===== src/rtl/coa_input_pkg.sv =====
// Shared types and constants for the Basys 3 operator input path.
// Entry-state encoding is fixed so the exposed state can be decoded externally.
package coa_input_pkg;

    localparam int DEBOUNCE_10MS = 1_000_000;
    localparam int SW_W          = 16;

    typedef enum logic [1:0] {
        S_LO   = 2'b00,
        S_HI   = 2'b01,
        S_DONE = 2'b10
    } entry_state_t;

endpackage


===== src/rtl/button_debounce.sv =====
// One push-button path: 2-flop synchroniser, stability counter and a
// registered rising-edge detect producing a single-cycle press pulse.
module button_debounce #(
    parameter int DEBOUNCE_CYCLES = 1_000_000,
    parameter int CNT_W           = 20
) (
    input  logic clk,
    input  logic rst,
    input  logic btn,
    output logic press
);

    logic             sync_1;
    logic             sync_2;
    logic             level;
    logic             level_q;
    logic [CNT_W-1:0] cnt;

    always_ff @(posedge clk or posedge rst) begin
        if (rst) begin
            sync_1 <= 1'b0;
            sync_2 <= 1'b0;
        end else begin
            sync_1 <= btn;
            sync_2 <= sync_1;
        end
    end

    // Any cycle of agreement restarts the count, so short glitches never land.
    always_ff @(posedge clk or posedge rst) begin
        if (rst) begin
            cnt   <= '0;
            level <= 1'b0;
        end else if (sync_2 == level) begin
            cnt <= '0;
        end else if (cnt == CNT_W'(DEBOUNCE_CYCLES - 1)) begin
            cnt   <= '0;
            level <= sync_2;
        end else begin
            cnt <= cnt + CNT_W'(1);
        end
    end

    always_ff @(posedge clk or posedge rst) begin
        if (rst) begin
            level_q <= 1'b0;
            press   <= 1'b0;
        end else begin
            level_q <= level;
            press   <= level & ~level_q;
        end
    end

endmodule


===== src/rtl/switch_word_entry.sv =====
// Builds a 32-bit word from the 16 slide switches in two halves, driven by
// debounced load/clear buttons; exposes the half select and a completion pulse.
module switch_word_entry
    import coa_input_pkg::*;
#(
    parameter int DEBOUNCE_CYCLES = DEBOUNCE_10MS,
    parameter int CNT_W           = 20
) (
    input  logic            clock_100Mhz,
    input  logic            reset,
    input  logic [SW_W-1:0] sw,
    input  logic            btn_load,
    input  logic            btn_clear,
    output logic [31:0]     entered_number,
    output logic            p,
    output logic            word_valid,
    output logic [1:0]      state
);

    logic [SW_W-1:0] sw_sync_1;
    logic [SW_W-1:0] sw_sync_2;
    logic            load_press;
    logic            clear_press;

    entry_state_t    state_q;
    entry_state_t    state_d;
    logic [31:0]     word_d;
    logic            valid_d;

    button_debounce #(
        .DEBOUNCE_CYCLES(DEBOUNCE_CYCLES),
        .CNT_W          (CNT_W)
    ) u_load (
        .clk  (clock_100Mhz),
        .rst  (reset),
        .btn  (btn_load),
        .press(load_press)
    );

    button_debounce #(
        .DEBOUNCE_CYCLES(DEBOUNCE_CYCLES),
        .CNT_W          (CNT_W)
    ) u_clear (
        .clk  (clock_100Mhz),
        .rst  (reset),
        .btn  (btn_clear),
        .press(clear_press)
    );

    // Switches are only sampled at commit, so a plain bus synchroniser suffices.
    always_ff @(posedge clock_100Mhz or posedge reset) begin
        if (reset) begin
            sw_sync_1 <= '0;
            sw_sync_2 <= '0;
        end else begin
            sw_sync_1 <= sw;
            sw_sync_2 <= sw_sync_1;
        end
    end

    always_comb begin
        state_d = state_q;
        word_d  = entered_number;
        valid_d = 1'b0;
        if (clear_press) begin
            state_d = S_LO;
            word_d  = '0;
        end else if (load_press) begin
            case (state_q)
                S_LO: begin
                    word_d[15:0] = sw_sync_2;
                    state_d      = S_HI;
                end
                S_HI: begin
                    word_d[31:16] = sw_sync_2;
                    valid_d       = 1'b1;
                    state_d       = S_DONE;
                end
                S_DONE: begin
                    word_d  = {16'h0000, sw_sync_2};
                    state_d = S_HI;
                end
                default: begin
                    word_d  = '0;
                    state_d = S_LO;
                end
            endcase
        end
    end

    always_ff @(posedge clock_100Mhz or posedge reset) begin
        if (reset) begin
            state_q        <= S_LO;
            entered_number <= '0;
            word_valid     <= 1'b0;
            p              <= 1'b0;
        end else begin
            state_q        <= state_d;
            entered_number <= word_d;
            word_valid     <= valid_d;
            p              <= (state_d == S_HI);
        end
    end

    assign state = state_q;

endmodule


===== config.mk =====
export PLATFORM = sky130hd
export DESIGN_NAME = switch_word_entry
export DESIGN_NICKNAME = d
export VERILOG_FILES = /design/src/rtl/coa_input_pkg.sv /design/src/rtl/button_debounce.sv /design/src/rtl/switch_word_entry.sv
export SDC_FILE = /design/constraint.sdc
export NUM_CORES = 1
export LEC_CHECK = 0
export CAP_MARGIN = 20
export CORE_AREA = 2 2 103 105
export DETAILED_ROUTE_END_ITERATION = 8
export DIE_AREA = 0 0 105 107
export DONT_BUFFER_PORTS = 1
export PLACE_DENSITY_LB_ADDON = 0.25
export SYNTH_ARGS = -nofsm -noshare
export SYNTH_HDL_FRONTEND = slang
export SYNTH_SLANG_ARGS = --single-unit

===== constraint.sdc =====
create_clock -name clock_100Mhz -period 3.4 [get_ports clock_100Mhz]
set_input_delay 0.34 -clock clock_100Mhz [delete_from_list [all_inputs] [get_ports clock_100Mhz]]
set_output_delay 0.34 -clock clock_100Mhz [all_outputs]
set_load 0.005 [all_outputs]

# --- Word level (Yosys, flattened, before mapping) ---
# Cells that the tools add are included.
# W data, S select, Z words.
totals:
  register_bits: 118
  latchBits: 0
  ram_bits: 0
  rom_bits: 0
  in_bits: 20
  out_inout_bits: 36
  word_cells: 57
  mem_count: 0
op_classes:
  addsub: 2
  multipliers: 0
  div_mod_pow: 0
  n_lt_le_gt_ge: 0
  n_eq_ne: 9
  shifts: 0
  n_mux: 14
  n_bitwise: 6
  reduce_logical: 7
op_table:
  columns: ["op", "count"]
  rows:
  - ["$mux W20", 4]
  - ["$mux W32", 2]
  - ["$pmux W16 S2", 2]
  - ["$add A20 B1 Y20 const B", 2]
  - ["$eq A20 B20 Y1 const B", 2]
  - ["$reduce_and A2 Y1", 4]
  - ["$eq A2 B1 Y1 const B", 2]
  - ["$mux W2", 2]
  - ["$ne A2 B1 Y1 const B", 2]
  - ["$not A1 Y1", 4]
  - ["$pmux W2 S2", 1]
  - ["$mux W1", 3]
  - ["$and A1 B1 Y1", 2]
  - ["$eq A1 B1 Y1", 2]
  - ["$eq A2 B2 Y1 const B", 1]
  - ["$logic_not A2 Y1", 1]
  - ["$reduce_bool A2 Y1", 1]
  - ["$reduce_or A2 Y1", 1]

# --- Depth between registers and ports, before layout ---
logic_depth:
  depth_word: 6
  ltp_mapped: 6

# --- Modules after synthesis ---
# From an unflattened synthesis, not the netlist that was laid out.
unflattened:
  cells_unflattened: 397
  hier_area_um2: 4709.5
modules_own_cells:
  columns: ["module", "instances", "cells_each", "area_per_inst_um2"]
  rows:
  - ["button_debounce", 2, 111, 1206.2]
  - ["switch_word_entry", 1, 175, 2297.2]

# --- Least setup slack after synthesis ---
# Ideal clock, no wire load.
synth_path:
  kind: "flip-flop to flip-flop"
  start: "register u_load.cnt[12]"
  end: "register u_load.level"
  setup_ns: 0.125
  arrival_ns: 1.954
  path_slack_ns: 1.322
  path_stages_with_launch: 5
  path_cell_list: "dfrtp_1 or4_1 or4_4 nor2_1 mux2_2"
synth_between:
  elab_chain_len: 2
synth_lines:
  columns: ["item", "line", "source"]
  rows:
  - ["start, declared", "button_debounce.sv:17", "logic [CNT_W-1:0] cnt;"]
  - ["start signal, assigned", "button_debounce.sv:40", "cnt <= cnt + CNT_W'(1);"]
  - ["$eq A20 B20 Y1", "button_debounce.sv:36", "end else if (cnt == CNT_W'(DEBOUNCE_CYCLES - 1)) begin"]
  - ["$reduce_and A2 Y1 (no line)", null, null]
  - ["end signal, assigned", "button_debounce.sv:38", "level <= sync_2;"]
  - ["end, declared", "button_debounce.sv:15", "logic level;"]
# No other way between the ends.
# A chain may end at the register's enable or synchronous reset.

# --- Worst setup path in the final report ---
# Same ends and word-level chain as after synthesis.

==> run summary <==
status - finished, final reports clean
die area - 11200 um^2
Leak - 2.34 nW
Seq cells post-synth - 118
I/O Buffers - 0
Hold Vio Cnt, Final - 0
average cell area after synthesis - 11.8 um^2
post-CTS sizing - 0
Initial Util - 0.442
share of the yosys chip area belonging to registers - 0.662
H-tree levels - 4
clk_lat worst skew - 520 ps
WP data required - 3790 ps
setup TNS - 0 ps
maxcap violations - 0
clk sinks - 118
Max-slew headroom - 0.282
largest area contributor in the synthesized netlist - dfrtp_1
Max VDD drop - 0.275 mV
Net count, final - 435
Hold Crit Class - in -> async
commonest register cell after synthesis - dfrtp_1
core area - 10100 um^2
largest net degree at the start of global routing - 46
Root Buffer - clkbuf_8
CTS Hold Buffers Added - 19
Via Count - 2864
post-route cell area - 5460 um^2
final core occ - 0.541
syn_nets - 401
DRT Wirelength - 8370 um
die width - 105 um
total I/O pin count - 56
Post-CTS Setup Bufs - 0
drt pass-1 iters - 4
DR vias/cell - 5.11
Final GP Congestion - 0.862
setup violators final - 0
Slew Viols, Final - 0
Gate Count Post-Synth - 379
Clock transition at path regs - 60 ps
Crit Path Category - reg -> reg
Post-synth EDFFs - 0
Die H - 107 um
async set-reset flop share out of synthesis - 1.00
crit path max fanout - 6
initial antenna violation count - 0
share of cells above drive strength 1 - 0.113
Placement Rows - 37
Detailed Route Iter0 Violations - 150
routed len/inst - 14.9 um
Pwr Density - 599 nW/um^2
GRT Total Usage - 0.165
top post-synthesis cells by area - dfrtp_1 66%, xnor2_1 3.9%, nor2_1 3.5%
RSZ-0062 raised after global routing - no
DP HPWL - 5400 um
warnings from Yosys - 0
Area Growth Syn to Fin - 22.3%
Residual DRC - 0
top cell type's share of synthesized area - 0.662
Period minus WS final - 2200 ps
CTS tree - done
Worst Tran Pin Value - 1070 ps
Max Fclk - 0.455 GHz
number of diodes - 0
Clock Tree Buf Depth - 2
Final Cycle Share - 0.647
Worst Path Arrival - 2590 ps
GR Overflow Total - 0
Placed Instance Area - 4660 um^2
Worst setup EP type - flip-flop
vias in the first global route - 2946
global-route wire length before repair - 14300 um
Clock Skew - 9.96 ps
antenna viol nets, final - 0
Synth cell types - 34
crit start category - flip-flop
Post-Syn Area - 4460 um^2
minimum hold slack - 238 ps
Inserted Clock Buffers - 17
[critical path, stage by stage (launching register included)]
cell and delay, ps:
dfrtp_1 430, or4_1 540, or4_4 520, nor2_1 230, mux2_2 360
[flip-flops by register name (all words and copies together), names as in the netlist, 2 cells and up]
name,cells
entered_number,32
sw_sync_2,16
u_load.cnt,20
u_clear.cnt,20
state,2
sw_sync_1,16
[cells in the final DEF (no fill, tap or decap), drive strengths merged, types with 2 or more instances in the layout]
master and instances:
a21oi 7, a22o 16, a31o 2, and2 2, and3 5, buf 8, bufinv 3, clkbuf 19
clkinv 5, clkinvlp 4, dfrtp 118, dlygate4sd3 19, ha 2, inv 9, mux2 2, mux2i 2
nand2 41, nand3 13, nand4 14, nand4b 4, nor2 42, nor2b 2, nor3 10, nor4 8
o21a 3, o21ai 23, or3 3, or4 3, xnor2 20, xor2 10
[through the flow]
step	setup slack, ps	power, mW	instances
detailed placement	1220	1.53	510
global placement	1260	1.52	509
finish	1200	3.27	561
global route	1090	3.39	561
CTS	1200	3.30	560
floorplan	1320	1.51	379
[metal layers]
layer	wire (um)	global-route usage	vias up
li1	-	-	1379
met1	3880	0.211	1404
met2	3880	0.246	66
met3	425	0.0614	15
met4	178	0.0876	0
met5	0	0	-
[cell families (layout without fill, tap and decap cells)]
family,count (synthesis),count (layout),share of synthesized area
xor+xnor,30,30,0.0589
simple gates,151,151,0.164
mux,4,4,0.00953
compound gates,53,53,0.0805
fa+ha+maj,2,2,0.00561
flops,118,118,0.662
buf+inv,21,67,0.0193
[where the power goes]
part	switching [mW]	internal, mW
Sequential	0.0147	1.43
Clock	0.620	1.13
Combinational	0.0447	0.0290
Total	0.679	2.59
[cell usage after synthesis (9+ instances only)]
library cell and count:
xor2_1 10, o21ai_0 22, clkbuf_1 11, a22o_1 16
nor2_1 42, nand4_1 14, dfrtp_1 118, nand3_1 13
xnor2_1 20, nor3_1 10, nand2_1 41, inv_1 9
[cell type report]
cell class / count / area (um^2)
fillers: 871 / 4630
flip-flops and latches: 118 / 2950
multi-input cells: 240 / 1430
clock buffers: 19 / 432
repair buffers: 27 / 279
well taps: 136 / 170
clock inverters: 12 / 154
inverters: 9 / 37.5
[worst paths after layout]
check | from | to | slack [ps] | depth (start not counted)
min reg2reg | sw_sync_1[10] | sw_sync_2[10] | 350 | 0
max in group asynchronous | reset | entered_number[21] | 2430 | 4
max | u_load.cnt[12] | u_load.level | 1200 | 4
max reg2reg | u_load.cnt[12] | u_load.level | 1200 | 4
min in group clock_100Mhz | sw_sync_1[10] | sw_sync_2[10] | 350 | 0
min | reset | entered_number[1] | 240 | 2
(Power assumes the default switching activity.)
